$ cat src/rtl/regfile_wb_arbiter.sv
// Arbitrates ALU and load writebacks onto the single register-file write port, through per-source FIFOs and a registered output stage.
// Optional starvation guard: define WB_STARVE_GUARD_EN. Minimum latency is 2 cycles from accept to rf_WriteReg. Ready falls only when a FIFO is full.
module regfile_wb_arbiter #(
  parameter int DEPTH        = 2,
  parameter int STARVE_LIMIT = 3
) (
  input  logic        clk,
  input  logic        rst,
  input  logic        flush,
  input  logic        alu_valid,
  output logic        alu_ready,
  input  logic [3:0]  alu_dst,
  input  logic [15:0] alu_data,
  input  logic        mem_valid,
  output logic        mem_ready,
  input  logic [3:0]  mem_dst,
  input  logic [15:0] mem_data,
  output logic        rf_WriteReg,
  output logic [3:0]  rf_DstReg,
  output logic [15:0] rf_DstData,
  output logic [15:0] pending_mask
);

  localparam int PW = $clog2(DEPTH);
  localparam int CW = $clog2(DEPTH + 1);

  if (DEPTH < 2 || (DEPTH & (DEPTH - 1)) != 0 || STARVE_LIMIT < 0) begin : g_param_check
    $error("regfile_wb_arbiter: DEPTH must be a power of two >= 2, STARVE_LIMIT >= 0");
  end

  logic [3:0]    alu_dst_q  [DEPTH];
  logic [15:0]   alu_data_q [DEPTH];
  logic [3:0]    mem_dst_q  [DEPTH];
  logic [15:0]   mem_data_q [DEPTH];
  logic [PW-1:0] alu_rd, alu_wr, mem_rd, mem_wr;
  logic [CW-1:0] alu_cnt, mem_cnt;
  logic          alu_push, mem_push;
  logic          alu_grant, mem_grant;

  // Ready looks only at the registered count, so a full FIFO refuses even when popped.
  assign alu_ready = (alu_cnt != CW'(DEPTH));
  assign mem_ready = (mem_cnt != CW'(DEPTH));
  // Writes to R0 complete the handshake but are never queued.
  assign alu_push  = alu_valid && alu_ready && (alu_dst != 4'd0) && !flush;
  assign mem_push  = mem_valid && mem_ready && (mem_dst != 4'd0) && !flush;

`ifdef WB_STARVE_GUARD_EN
  localparam int SW = $clog2(STARVE_LIMIT + 1);
  logic [SW-1:0] starve_cnt;

  always_comb begin
    alu_grant = 1'b0;
    mem_grant = 1'b0;
    if (alu_cnt != '0 && mem_cnt != '0) begin
      if (starve_cnt == SW'(STARVE_LIMIT)) alu_grant = 1'b1;
      else                                 mem_grant = 1'b1;
    end else begin
      alu_grant = (alu_cnt != '0);
      mem_grant = (mem_cnt != '0);
    end
  end

  always_ff @(posedge clk) begin
    if (rst || flush)                     starve_cnt <= '0;
    else if (alu_grant || alu_cnt == '0) starve_cnt <= '0;
    else if (mem_grant)                  starve_cnt <= starve_cnt + 1'b1;
  end
`else
  assign mem_grant = (mem_cnt != '0);
  assign alu_grant = (alu_cnt != '0) && (mem_cnt == '0);
`endif

  always_ff @(posedge clk) begin
    if (alu_push) begin
      alu_dst_q[alu_wr]  <= alu_dst;
      alu_data_q[alu_wr] <= alu_data;
    end
    if (mem_push) begin
      mem_dst_q[mem_wr]  <= mem_dst;
      mem_data_q[mem_wr] <= mem_data;
    end
  end

  always_ff @(posedge clk) begin
    if (rst) begin
      alu_rd      <= '0;
      alu_wr      <= '0;
      alu_cnt     <= '0;
      mem_rd      <= '0;
      mem_wr      <= '0;
      mem_cnt     <= '0;
      rf_WriteReg <= 1'b0;
      rf_DstReg   <= '0;
      rf_DstData  <= '0;
    end else if (flush) begin
      alu_rd      <= '0;
      alu_wr      <= '0;
      alu_cnt     <= '0;
      mem_rd      <= '0;
      mem_wr      <= '0;
      mem_cnt     <= '0;
      rf_WriteReg <= 1'b0;
    end else begin
      if (alu_push)  alu_wr <= alu_wr + 1'b1;
      if (alu_grant) alu_rd <= alu_rd + 1'b1;
      if (mem_push)  mem_wr <= mem_wr + 1'b1;
      if (mem_grant) mem_rd <= mem_rd + 1'b1;
      alu_cnt     <= alu_cnt + CW'(alu_push) - CW'(alu_grant);
      mem_cnt     <= mem_cnt + CW'(mem_push) - CW'(mem_grant);
      rf_WriteReg <= alu_grant || mem_grant;
      if (mem_grant) begin
        rf_DstReg  <= mem_dst_q[mem_rd];
        rf_DstData <= mem_data_q[mem_rd];
      end else if (alu_grant) begin
        rf_DstReg  <= alu_dst_q[alu_rd];
        rf_DstData <= alu_data_q[alu_rd];
      end
    end
  end

  // An entry is live when its distance from the read pointer is below the count.
  always_comb begin
    logic [PW-1:0] a_off;
    logic [PW-1:0] m_off;
    pending_mask = '0;
    a_off        = '0;
    m_off        = '0;
    for (int i = 0; i < DEPTH; i++) begin
      a_off = PW'(i) - alu_rd;
      m_off = PW'(i) - mem_rd;
      if (CW'(a_off) < alu_cnt) pending_mask[alu_dst_q[i]] = 1'b1;
      if (CW'(m_off) < mem_cnt) pending_mask[mem_dst_q[i]] = 1'b1;
    end
    if (rf_WriteReg) pending_mask[rf_DstReg] = 1'b1;
  end

endmodule

$ cat config.mk
export PLATFORM = sky130hd
export DESIGN_NAME = regfile_wb_arbiter
export DESIGN_NICKNAME = d
export VERILOG_FILES = /design/src/rtl/regfile_wb_arbiter.sv
export SDC_FILE = /design/constraint.sdc
export NUM_CORES = 1
export LEC_CHECK = 0
export CORE_ASPECT_RATIO = 1.75
export CORE_MARGIN = 1.5
export CORE_UTILIZATION = 53
export DETAILED_ROUTE_END_ITERATION = 8
export GPL_TIMING_DRIVEN = 0
export PLACE_DENSITY = 0.8
export SYNTH_ARGS = -nofsm -noshare
export SYNTH_HDL_FRONTEND = slang
export SYNTH_SLANG_ARGS = --single-unit
export TNS_END_PERCENT = 10
$ cat constraint.sdc
create_clock -name clk -period 2.85 [get_ports clk]
set_input_delay 0.57 -clock clk [delete_from_list [all_inputs] [get_ports clk]]
set_output_delay 0.57 -clock clk [all_outputs]
set_load 0.05 [all_outputs]
==> summary.md <==
| Metric | Value |
|---|---|
| Worst setup EP type | `output port` |
| Ys async rst share | `0` |
| Worst hold path class | `register to register` |
| Antenna cell count | `0` |
| Flop-to-flop setup slack | `0.68 ns` |
| Synth top area share | `0.4931` |
| Crit Path Max Fanout | `7` |
| Pre-antenna DRT Iters | `4` |
| Slew headroom | `0.3057` |
| Area growth from synthesis to layout | `26.37%` |
| Syn avg cell area | `12.37 um2` |
| Antenna violations before repair | `0` |
| Slew Limit Fails | `0` |
| Pwr/cell area | `551.5 nW/um2` |
| WL final | `12.34 mm` |
| Most frequent cell after synthesis | `edfxtp_1` |
| Post-DP HPWL | `9.029 mm` |
| Root buf cell | `clkbuf_16` |
| WHS Path Cells | `1` |
| Synth Flop Type | `edfxtp_1` |
| Min-Delay Startpoint | `rf_DstData[9]` |
| DP Worst Slack | `0.02457 ns` |
| Final setup viols | `1` |
| Critical path type | `register to output port` |
| Final period util | `1.018` |
| Post-CTS Setup Inserts | `0` |
| Fill cell count | `694` |
| Yosys cell types | `45` |
| Period minus WS final | `roughly 2.9 ns` |
| Failing checks | `setup timing` |
| Max Cap Violations | `0` |
| CP startpoint kind | `register` |
| Initial Util | `0.5426` |
| Worst hold slack | `0.4806 ns` |
| Measured slew at the worst slew-check pin | `1.041 ns` |
| Mapped Area | `4872 um2` |
| Data arrival, critical path | `around 2.3 ns` |
| FF+latch count, synth | `111` |
| Worst setup path startpoint | `mem_cnt[0]` |
| Vias | `between 3000 and 4000` |
| Total congestion overflow | `0` |
| Hold path endpoint | `rf_DstData[9]` |
| RSZ-0062 raised after global routing | `yes` |
| CTS tree | `done` |
| FF-to-FF Start | `alu_cnt[0]` |
| Leak Pwr | `between 0.002 and 0.0025 uW` |
| Worst reg2reg endpoint | `alu_data_q[1][7]` |
| Die area | `9799 um2` |
| Worst r2r path cells | `3` |
| PnR worst setup slack | `-0.05147 ns` |
| Via density | `around 6` |
| Sequential share of the synthesized area | `0.6204` |
| Largest net degree at the start of global routing | `21` |
| Chip Height | `129.8 um` |
| DRC | `0` |
| Register area | `3023 um2` |
| Post-Layout Cell Count | `615` |
| Dpl cell area | `5888 um2` |
| TritonCTS Sinks | `about 110` |
| Post-synth top cells | `80 x edfxtp_1, 31 x dfxtp_1, 29 x nor2_1` |
| Final-report hold violation count | `0` |
| Layout cells sized above 1 | `0.09697` |
| Nets@finish | `537` |
| Gate Count Post-Synth | `394` |
| Number of flops mapped to enable cells by yosys | `80` |
| Clk_lat worst skew | `0.35 ns` |
| Gr usage total | `0.2632` |
| Htree depth | `3` |
| Worst VDD drop | `roughly 0.56 mV` |
| Final Util | `0.6858` |
| Post-Syn Nets | `441` |
| Total clock buffers created by CTS | `9` |
| First-pass GRT wire length | `18.30 mm` |
| Design Area, Final | `6157 um2` |
| ANT nets after route | `0` |
| Core Area | `between 8000 and 9000 um2` |
| Multi-input logic area | `1737 um2` |
| Gpl congestion | `approximately 1` |
| Worst-case clock buffer depth | `2` |
| Routed len/inst | `20.07 um` |
| Status | `complete, but fails checks` |
| Initial DRC count | `190` |
| IO Port Bufs | `83` |
| Placed insts | `599` |
| Peak Freq | `344.7 MHz` |
| Final setup skew | `0.007430 ns` |
| Largest area contributor in the netlist | `edfxtp_1` |
| Ys Warns | `0` |
| Site row count | `46` |
| Die X-Extent | `75.48 um` |
| WP data required | `2.28 ns` |
| Vias in the first global route | `3474` |
| CTS clk-pin slew, worst paths | `0.07 ns` |
| Ports | `84` |
| Leading cell types by total area after synthesis | `edfxtp_1 49%, dfxtp_1 13%, mux2i_1 4.1%` |
## repair_timing
item,4_1_cts,5_1_grt
endpoints found under the setup margin,16,15
hold buffers,0,0
resized for setup,21,10
## flip-flops by register name (all words and copies together) (netlist names), 2 cells and up, named ones only
signal      count
alu_data_q     32
mem_data_q     32
rf_DstData     16
rf_DstReg       4
mem_cnt         2
alu_dst_q       8
alu_cnt         2
mem_dst_q       8
## per-stage QoR
step           TNS [ns]  total power (uW)
6_report       -0.05147              3396
5_1_grt         -0.3836              3509
4_1_cts        -0.02035              3406
3_5_place_dp          0              2247
3_3_place_gp     -15.35              2232
2_1_floorplan         0              2075
## worst max-delay path by stage
stage	endpoint	cells after the start	slack, ns
floorplan	alu_data_q[0][0]	5	0.36
global placement	alu_data_q[0][0]	5	-0.48
detailed placement	pending_mask[2]	6	0.02
CTS	pending_mask[0]	5	-0.02
global route	pending_mask[9]	5	-0.12
finish	pending_mask[0]	5	-0.05
## worst max-delay path: stages, from the launching register on
cell,delay [ns]
dfxtp_1,0.37
a21oi_2,0.32
nor3_1,0.08
a21oi_1,0.32
or4b_1,0.46
dlygate4sd2_1,0.44
## power by group
part	total, uW	switching [uW]	internal (uW)
Combinational	388	223	164
Clock	1180	535	648
Sequential	1830	37.0	1790
Total	3400	795	2600
## layer usage
| metal | up-vias | part of all wire | track usage |
|---|---|---|---|
| met5 | - | 0 | 0 |
| met4 | 0 | 0.059 | 0.1639 |
| met3 | 46 | 0.043 | 0.04788 |
| met2 | 139 | 0.56 | 0.4716 |
| met1 | 1772 | 0.34 | 0.2721 |
| li1 | 1722 | - | - |
## cells in the final DEF, fill, tap and decap left out, types with 3 or more instances in the layout
master and count:
nor3_1 11, inv_1 10, a31oi_1 3, o211ai_2 4, a21oi_1 23, edfxtp_1 80
dlygate4sd2_1 9, nor4_1 5, or3_1 13, clkbuf_2 4, dfxtp_1 31, o32ai_1 3
nand2b_1 9, nor2b_1 20, o211ai_1 5, a22o_1 20, clkdlybuf4s50_1 67, xnor2_1 4
or4_1 4, o22ai_1 15, buf_2 11, nand3b_1 3, nand2_1 9, a211oi_1 21
nor2_1 27, clkbuf_1 9, nand3_1 5, mux2i_1 20, clkbuf_16 10
## kinds of logic (layout without fill, tap and decap cells)
group / Yosys count / count (layout) / share of synthesized area
compound gates: 104 / 104 / 0.1554
xor+xnor: 6 / 6 / 0.01079
fa+ha+maj: 2 / 2 / 0.005135
mux: 20 / 20 / 0.04109
simple gates: 122 / 122 / 0.1405
buf+inv: 29 / 130 / 0.02671
flops: 111 / 111 / 0.6204
## final cells by class
type / instances / share of cell area
timing repair buffer: 85 / 0.1351
buffer: 19 / 0.01504
sequential: 111 / 0.4910
inverter: 10 / 0.006096
multi-input combinational: 254 / 0.2821
tap: 120 / 0.02439
clock buffer: 12 / 0.04186
clock inverter: 4 / 0.004471
Power figures use the tool's default switching activity.
